$ cat config.mk
export PLATFORM = sky130hd
export DESIGN_NAME = wb_arbiter_2m_flat
export DESIGN_NICKNAME = d
export VERILOG_FILES = /design/src/rtl/wb_arbiter_2m_pkg.sv /design/src/rtl/wb_arbiter_2m_if.sv /design/src/rtl/wb_arbiter_2m_watchdog.sv /design/src/rtl/wb_arbiter_2m.sv /design/src/flat_wrapper.sv
export SDC_FILE = /design/constraint.sdc
export NUM_CORES = 1
export LEC_CHECK = 0
export CORE_AREA = 2 2 125 127
export DETAILED_ROUTE_END_ITERATION = 10
export DIE_AREA = 0 0 127 129
export PLACE_DENSITY_LB_ADDON = 0.1
export SLEW_MARGIN = 5
export SYNTH_ARGS = -nofsm -noshare
export SYNTH_HDL_FRONTEND = slang
export SYNTH_SLANG_ARGS = --single-unit
$ cat constraint.sdc
create_clock -name clk_i -period 3.45 [get_ports clk_i]
set_input_delay 0.345 -clock clk_i [delete_from_list [all_inputs] [get_ports clk_i]]
set_output_delay 0.345 -clock clk_i [all_outputs]
set_load 0.03 [all_outputs]
$ cat src/rtl/wb_arbiter_2m_pkg.sv
// Shared definitions for the two-master Wishbone arbiter: FSM state encoding,
// one-hot grant constants and the state-to-grant decode.
package wb_arbiter_2m_pkg;

  localparam int N_MASTERS = 2;

  typedef enum logic [1:0] {
    ST_IDLE = 2'd0,
    ST_GNT0 = 2'd1,
    ST_GNT1 = 2'd2
  } arb_state_e;

  localparam logic [1:0] GNT_NONE = 2'b00;
  localparam logic [1:0] GNT_M0   = 2'b01;
  localparam logic [1:0] GNT_M1   = 2'b10;

  // The grant vector is a pure decode of the state register, so it is glitch-free.
  function automatic logic [1:0] state_to_gnt(input arb_state_e st);
    case (st)
      ST_GNT0: return GNT_M0;
      ST_GNT1: return GNT_M1;
      default: return GNT_NONE;
    endcase
  endfunction

endpackage

$ cat src/rtl/wb_arbiter_2m_if.sv
// One Wishbone link (master side drives cyc/stb/we/adr/wdat/sel; slave side
// returns rdat/ack/err).
interface wb_arbiter_2m_if #(
  parameter int AW = 32,
  parameter int DW = 32
);

  logic              cyc;
  logic              stb;
  logic              we;
  logic [AW-1:0]     adr;
  logic [DW-1:0]     wdat;
  logic [DW/8-1:0]   sel;
  logic [DW-1:0]     rdat;
  logic              ack;
  logic              err;

  modport master (
    output cyc, stb, we, adr, wdat, sel,
    input  rdat, ack, err
  );

  modport slave (
    input  cyc, stb, we, adr, wdat, sel,
    output rdat, ack, err
  );

endinterface

$ cat src/rtl/wb_arbiter_2m_watchdog.sv
// Ack watchdog: counts strobe cycles without ack and pulses expire on the
// TIMEOUT-th such cycle. TIMEOUT = 0 disables it.
module wb_arb_watchdog #(
  parameter int TIMEOUT = 64
) (
  input  logic clk_i,
  input  logic rst_i,
  input  logic clr,
  input  logic stb,
  input  logic ack,
  output logic expire
);

  generate
    if (TIMEOUT > 0) begin : g_wd
      localparam int            CW   = $clog2(TIMEOUT + 1);
      localparam logic [CW-1:0] LAST = CW'(TIMEOUT - 1);

      logic [CW-1:0] count_reg;
      logic [CW-1:0] count_next;
      logic          expire_w;

      // An ack in the expiry cycle wins, so ack masks the pulse.
      always_comb begin
        expire_w   = stb & ~ack & (count_reg == LAST);
        count_next = count_reg + 1'b1;
        if (clr || !stb || ack || expire_w) begin
          count_next = '0;
        end
      end

      always_ff @(posedge clk_i) begin
        if (rst_i) begin
          count_reg <= '0;
        end else begin
          count_reg <= count_next;
        end
      end

      assign expire = expire_w;
    end else begin : g_off
      logic unused_wd_inputs;
      assign unused_wd_inputs = &{1'b0, clk_i, rst_i, clr, stb, ack};
      assign expire = 1'b0;
    end
  endgenerate

endmodule

$ cat src/rtl/wb_arbiter_2m.sv
// Two-master to one-slave Wishbone arbiter: round-robin grant locked for the
// whole CYC, handshake forwarded to the granted master only, ack watchdog abort.
module wb_arbiter_2m
  import wb_arbiter_2m_pkg::*;
#(
  parameter int AW      = 32,
  parameter int DW      = 32,
  parameter int TIMEOUT = 64
) (
  input  logic                  clk_i,
  input  logic                  rst_i,
  wb_arbiter_2m_if.slave        m0,
  wb_arbiter_2m_if.slave        m1,
  wb_arbiter_2m_if.master       s,
  output logic [1:0]            gnt_o
);

  arb_state_e state_reg;
  arb_state_e state_next;
  logic       last_m1_reg;
  logic       last_m1_next;

  logic [N_MASTERS-1:0] m_cyc;
  logic [N_MASTERS-1:0] m_stb;
  logic [N_MASTERS-1:0] m_we;
  logic [AW-1:0]        m_adr  [N_MASTERS];
  logic [DW-1:0]        m_wdat [N_MASTERS];
  logic [DW/8-1:0]      m_sel  [N_MASTERS];

  logic [N_MASTERS-1:0] ack_vec;
  logic [N_MASTERS-1:0] err_vec;
  logic [DW-1:0]        rdat_vec [N_MASTERS];

  logic [1:0]           gnt;
  logic                 g_cyc;
  logic                 g_stb;
  logic                 g_we;
  logic [AW-1:0]        g_adr;
  logic [DW-1:0]        g_wdat;
  logic [DW/8-1:0]      g_sel;
  logic                 s_cyc_gated;
  logic                 s_stb_gated;
  logic                 wd_expire;
  logic                 wd_clr;

  // Gather both masters into arrays so the per-master logic can be generated.
  assign m_cyc     = {m1.cyc, m0.cyc};
  assign m_stb     = {m1.stb, m0.stb};
  assign m_we      = {m1.we,  m0.we};
  assign m_adr[0]  = m0.adr;
  assign m_adr[1]  = m1.adr;
  assign m_wdat[0] = m0.wdat;
  assign m_wdat[1] = m1.wdat;
  assign m_sel[0]  = m0.sel;
  assign m_sel[1]  = m1.sel;

  always_ff @(posedge clk_i) begin
    if (rst_i) begin
      state_reg   <= ST_IDLE;
      last_m1_reg <= 1'b1;
    end else begin
      state_reg   <= state_next;
      last_m1_reg <= last_m1_next;
    end
  end

  // Grants only leave through IDLE, which guarantees one dead cycle between owners.
  always_comb begin
    state_next   = state_reg;
    last_m1_next = last_m1_reg;
    case (state_reg)
      ST_IDLE: begin
        if (m_cyc[0] && m_cyc[1]) begin
          state_next = last_m1_reg ? ST_GNT0 : ST_GNT1;
        end else if (m_cyc[0]) begin
          state_next = ST_GNT0;
        end else if (m_cyc[1]) begin
          state_next = ST_GNT1;
        end
        if (state_next != ST_IDLE) begin
          last_m1_next = (state_next == ST_GNT1);
        end
      end
      ST_GNT0: if (!m_cyc[0]) state_next = ST_IDLE;
      ST_GNT1: if (!m_cyc[1]) state_next = ST_IDLE;
      default: state_next = ST_IDLE;
    endcase
  end

  assign gnt   = state_to_gnt(state_reg);
  assign gnt_o = gnt;

  always_comb begin
    g_cyc  = 1'b0;
    g_stb  = 1'b0;
    g_we   = 1'b0;
    g_adr  = '0;
    g_wdat = '0;
    g_sel  = '0;
    for (int i = 0; i < N_MASTERS; i++) begin
      if (gnt[i]) begin
        g_cyc  = m_cyc[i];
        g_stb  = m_stb[i];
        g_we   = m_we[i];
        g_adr  = m_adr[i];
        g_wdat = m_wdat[i];
        g_sel  = m_sel[i];
      end
    end
  end

  assign wd_clr = (state_next != state_reg);

  wb_arb_watchdog #(
    .TIMEOUT (TIMEOUT)
  ) u_watchdog (
    .clk_i  (clk_i),
    .rst_i  (rst_i),
    .clr    (wd_clr),
    .stb    (g_stb),
    .ack    (s.ack),
    .expire (wd_expire)
  );

  // The abort cycle withdraws the strobe so a late slave ack can never be forwarded.
  assign s_cyc_gated = g_cyc & ~wd_expire;
  assign s_stb_gated = g_stb & ~wd_expire;

  assign s.cyc  = s_cyc_gated;
  assign s.stb  = s_stb_gated;
  assign s.we   = g_we;
  assign s.adr  = g_adr;
  assign s.wdat = g_wdat;
  assign s.sel  = g_sel;

  genvar gi;
  generate
    for (gi = 0; gi < N_MASTERS; gi++) begin : g_master
      assign ack_vec[gi]  = s.ack & s_cyc_gated & s_stb_gated & gnt[gi];
      assign err_vec[gi]  = wd_expire & gnt[gi];
      assign rdat_vec[gi] = gnt[gi] ? s.rdat : '0;
    end
  endgenerate

  assign m0.ack  = ack_vec[0];
  assign m0.err  = err_vec[0];
  assign m0.rdat = rdat_vec[0];
  assign m1.ack  = ack_vec[1];
  assign m1.err  = err_vec[1];
  assign m1.rdat = rdat_vec[1];

endmodule

$ cat src/flat_wrapper.sv
// flat-port wrapper written by rule: the top's interface ports become plain ports
module wb_arbiter_2m_flat import wb_arbiter_2m_pkg::*;
#(
  parameter int AW      = 32,
  parameter int DW      = 32,
  parameter int TIMEOUT = 64
)
  (clk_i, rst_i, gnt_o, m0_cyc, m0_stb, m0_we, m0_adr, m0_wdat, m0_sel, m0_rdat, m0_ack, m0_err, m1_cyc, m1_stb, m1_we, m1_adr, m1_wdat, m1_sel, m1_rdat, m1_ack, m1_err, s_cyc, s_stb, s_we, s_adr, s_wdat, s_sel, s_rdat, s_ack, s_err);
  wb_arbiter_2m_if #(.AW(AW), .DW(DW)) m0_i ();
  wb_arbiter_2m_if #(.AW(AW), .DW(DW)) m1_i ();
  wb_arbiter_2m_if #(.AW(AW), .DW(DW)) s_i ();
  input  logic clk_i;
  input  logic rst_i;
  output logic [1:0] gnt_o;
  input wire logic [$bits(m0_i.cyc)-1:0] m0_cyc;
  input wire logic [$bits(m0_i.stb)-1:0] m0_stb;
  input wire logic [$bits(m0_i.we)-1:0] m0_we;
  input wire logic [$bits(m0_i.adr)-1:0] m0_adr;
  input wire logic [$bits(m0_i.wdat)-1:0] m0_wdat;
  input wire logic [$bits(m0_i.sel)-1:0] m0_sel;
  output wire logic [$bits(m0_i.rdat)-1:0] m0_rdat;
  output wire logic [$bits(m0_i.ack)-1:0] m0_ack;
  output wire logic [$bits(m0_i.err)-1:0] m0_err;
  input wire logic [$bits(m1_i.cyc)-1:0] m1_cyc;
  input wire logic [$bits(m1_i.stb)-1:0] m1_stb;
  input wire logic [$bits(m1_i.we)-1:0] m1_we;
  input wire logic [$bits(m1_i.adr)-1:0] m1_adr;
  input wire logic [$bits(m1_i.wdat)-1:0] m1_wdat;
  input wire logic [$bits(m1_i.sel)-1:0] m1_sel;
  output wire logic [$bits(m1_i.rdat)-1:0] m1_rdat;
  output wire logic [$bits(m1_i.ack)-1:0] m1_ack;
  output wire logic [$bits(m1_i.err)-1:0] m1_err;
  output wire logic [$bits(s_i.cyc)-1:0] s_cyc;
  output wire logic [$bits(s_i.stb)-1:0] s_stb;
  output wire logic [$bits(s_i.we)-1:0] s_we;
  output wire logic [$bits(s_i.adr)-1:0] s_adr;
  output wire logic [$bits(s_i.wdat)-1:0] s_wdat;
  output wire logic [$bits(s_i.sel)-1:0] s_sel;
  input wire logic [$bits(s_i.rdat)-1:0] s_rdat;
  input wire logic [$bits(s_i.ack)-1:0] s_ack;
  input wire logic [$bits(s_i.err)-1:0] s_err;
  assign m0_i.cyc = m0_cyc;
  assign m0_i.stb = m0_stb;
  assign m0_i.we = m0_we;
  assign m0_i.adr = m0_adr;
  assign m0_i.wdat = m0_wdat;
  assign m0_i.sel = m0_sel;
  assign m0_rdat = m0_i.rdat;
  assign m0_ack = m0_i.ack;
  assign m0_err = m0_i.err;
  assign m1_i.cyc = m1_cyc;
  assign m1_i.stb = m1_stb;
  assign m1_i.we = m1_we;
  assign m1_i.adr = m1_adr;
  assign m1_i.wdat = m1_wdat;
  assign m1_i.sel = m1_sel;
  assign m1_rdat = m1_i.rdat;
  assign m1_ack = m1_i.ack;
  assign m1_err = m1_i.err;
  assign s_cyc = s_i.cyc;
  assign s_stb = s_i.stb;
  assign s_we = s_i.we;
  assign s_adr = s_i.adr;
  assign s_wdat = s_i.wdat;
  assign s_sel = s_i.sel;
  assign s_i.rdat = s_rdat;
  assign s_i.ack = s_ack;
  assign s_i.err = s_err;
  wb_arbiter_2m #(.AW(AW), .DW(DW), .TIMEOUT(TIMEOUT)) u_core (.clk_i(clk_i), .rst_i(rst_i), .m0(m0_i), .m1(m1_i), .s(s_i), .gnt_o(gnt_o));
endmodule
==> results.py <==
metrics = {
    "grt": {
        "overflow": 0,
        "antenna_found_initial": 0,
        "grt_use_total_pct": 12.7,
        "first_global_vias": 2898,
        "grt_pass1_wl_um": 16200,
        "grt_start_max_net_pins": 105,
    },
    "detailed_routing": {
        "routed_wl_um": 12000,
        "vias": 2874,
        "drcViolationCount": 0,
        "ant_nets": 0,
        "vias_per_cell": 4.11,
        "wl_per_cell_um": 17.1,
        "drt_pass1_iterations": 4,
        "drtIter0Drc": 116,
    },
    "clocking": {
        "clk_pin_slew_worst_paths_ns": 0.04,
        "root_buffer": "clkbuf_16",
        "postCtsSetupBuffers": 0,
        "cts_tree": "done",
        "cts_sinks": 10,
        "postCtsHoldBufs": 0,
        "clockBufferDepth": 2,
        "numCtsBuffers": 3,
        "cts_resized": 0,
        "cts_max_level": 1,
        "clock_latency_ns": 0.24,
    },
    "sta": {
        "fmax_mhz": 363,
        "hold_viol": 0,
        "drv_slew": 0,
        "tightest_slew_ns": 0.603,
        "setup_tns_ns": 0,
        "whs_ns": 0.468,
        "min_period_ns": 2.75,
        "final.setup.worst_slack_ns": 0.698,
        "setup_violations": 0,
        "rsz0062_at_grt": "no",
        "period_share_pct": 79.8,
        "skew_ns": 0.000889,
        "slew_headroom_pct": 59.5,
    },
    "status": {
        "status": "finished clean",
    },
    "hold_path": {
        "hold_path.startpoint": "u_core.u_watchdog.g_wd.count_reg[0]",
        "min_to": "u_core.u_watchdog.g_wd.count_reg[0]",
        "hold_depth": 1,
        "hp-class": "reg -> reg",
    },
    "die": {
        "dieArea_mm2": 0.0164,
        "die_h_um": 129,
        "fp-row-count": 45,
        "die_w_um": 127,
        "core_mm2": 0.0150,
        "io_pins": 319,
        "initial_utilization_pct": 10.8,
    },
    "power": {
        "power_frac_seq_pct": 11.5,
        "power.switching_uw": 395,
        "combPwrFrac_pct": 67.0,
        "intPower_uw": 680,
        "power.leakage_uw": 0.00184,
        "clkPwrFrac_pct": 21.4,
        "switching_share_pct": 36.8,
        "power_density_mw_per_mm2": 213,
        "vdd_drop_max_mv": 0.129,
    },
    "cells_and_area": {
        "antenna_cells": 0,
        "final_core_util_pct": 33.8,
        "area_growth_pct": 212,
        "fillCellCount": 1549,
        "final_nets": 692,
        "final_area_mm2": 0.00506,
        "largest_reg_flops": 7,
        "layout-drive-gt1-share_pct": 2.15,
    },
    "placement": {
        "placed_area_mm2": 0.00497,
        "dp_hpwl_um": 9540,
        "port_buffers": 317,
        "gp_congestion": 0.677,
        "pre_cts_ws_ns": 0.929,
    },
    "setup_path": {
        "endpoint_kind": "output port",
        "cp_max_fo": 104,
        "r2r-end": "u_core.u_watchdog.g_wd.count_reg[3]",
        "r2r_start": "u_core.u_watchdog.g_wd.count_reg[0]",
        "worstSetupPathType": "reg -> out",
        "r2r_setup_slack_ns": 1.94,
        "worst_ep_arrival_time_ns": 2.41,
        "crit_path_start_kind": "flop",
        "required_ns": 3.11,
        "rr_worst_depth": 4,
    },
    "synthesis": {
        "ys_types": 37,
        "synth_nets": 392,
        "syn-cell-area_mm2": 0.00162,
        "yosys_warnings": 0,
        "avgSynthCellArea_um2": 7.61,
        "yosys_register_bits": 10,
        "syn-instance-count": 213,
        "yosysSeqAreaShare_pct": 12.3,
    },
    "job": {
        "maxCapViolCount": 0,
    },
}
==> layout by cell type (no fill, tap or decap), types with 2 or more instances in the layout <==
| master | count |
|---|---|
| dfxtp_1 | 10 |
| a211oi_1 | 2 |
| clkdlybuf4s50_1 | 317 |
| clkbuf_16 | 3 |
| a21o_1 | 2 |
| and3_1 | 2 |
| nand2_1 | 2 |
| a22o_1 | 69 |
| inv_1 | 3 |
| o21ai_0 | 3 |
| and2_1 | 64 |
| nor2_1 | 4 |
| nor3_1 | 3 |
| buf_12 | 2 |
| nand4b_1 | 2 |
==> critical path, stage by stage (launching register included) <==
cell	delay, ns
dfxtp_1	0.51
inv_1	0.17
nor2_4	0.13
buf_12	0.33
a22o_1	0.22
clkdlybuf4s50_1	0.70
==> power groups by stage <==
stage / sequential (µW) / clock, µW / combinational [µW]
floorplan: 123 / 0 / 315
global placement: 126 / 0 / 727
detailed placement: 126 / 0 / 726
CTS: 124 / 236 / 730
global route: 125 / 241 / 758
finish: 124 / 230 / 721
==> cells in the mapped netlist, drive strengths merged <==
library cell	count	share of area [%]
a21boi	1	0.46
a21o	2	0.93
buf	15	5.0
nor3b	1	0.46
nor4	1	0.39
xor2	1	0.54
nor4b	2	1.5
nand4	1	0.39
nand2b	1	0.39
nor2	5	1.2
dfxtp	10	12
a211oi	2	0.93
nand4b	2	1.1
a311oi	1	0.54
a21oi	1	0.31
nand2	2	0.46
and4	1	0.54
nand3b	1	0.46
a22o	69	37
or2	1	0.39
a22oi	1	0.46
nor3	3	0.93
nor2b	2	0.77
clkbuf	9	2.2
and2	64	25
or3	1	0.39
inv	3	0.69
a31oi	1	0.39
and3	2	0.77
a221o	1	0.69
o21ai	3	0.93
xnor2	1	0.54
nand3	1	0.31
ha	1	0.77
==> per-stage QoR <==
step	power [µW]	instances
2_1_floorplan	439	213
3_3_place_gp	853	696
3_5_place_dp	852	696
4_1_cts	1090	700
5_1_grt	1120	700
6_report	1070	700
==> worst max-delay path by stage <==
stage | startpoint | to | slack, ns | cells after the start
floorplan | u_core.u_watchdog.g_wd.count_reg[0] | s_stb | 1.61 | 4
global placement | u_core.state_reg[1] | s_wdat[22] | 0.94 | 5
detailed placement | u_core.state_reg[1] | s_wdat[22] | 0.93 | 5
CTS | u_core.state_reg[1] | s_wdat[22] | 0.65 | 5
global route | u_core.state_reg[1] | s_wdat[3] | 0.53 | 5
finish | u_core.state_reg[1] | s_wdat[3] | 0.70 | 5
==> routing by layer <==
layer | up-vias | track usage [%] | wire length (µm)
met3 | 8 | 4.70 | 1350
li1 | 1404 | - | -
met1 | 1267 | 13.7 | 4320
met4 | 0 | 1.62 | 97
met2 | 195 | 24.2 | 6220
met5 | - | 0 | 0
==> logic make-up (layout without fill, tap and decap cells) <==
| logic type | Yosys count | count (layout) | synth area share (%) |
|---|---|---|---|
| flops | 10 | 10 | 12.3 |
| buf+inv | 27 | 326 | 7.87 |
| compound gates | 82 | 82 | 42.9 |
| xor+xnor | 2 | 2 | 1.08 |
| fa+ha+maj | 1 | 1 | 0.771 |
| simple gates | 91 | 91 | 35.0 |
==> layout make-up <==
cell class | count | area [µm²] | area share [%]
Clock buffer | 4 | 88.8 | 1.76
Inverter | 3 | 11.3 | 0.223
Multi-Input combinational cell | 176 | 1310 | 25.9
Sequential cell | 10 | 200 | 3.96
Tap cell | 188 | 235 | 4.65
Timing Repair Buffer | 319 | 3210 | 63.5
No activity file was read; power rests on OpenSTA's default activity.
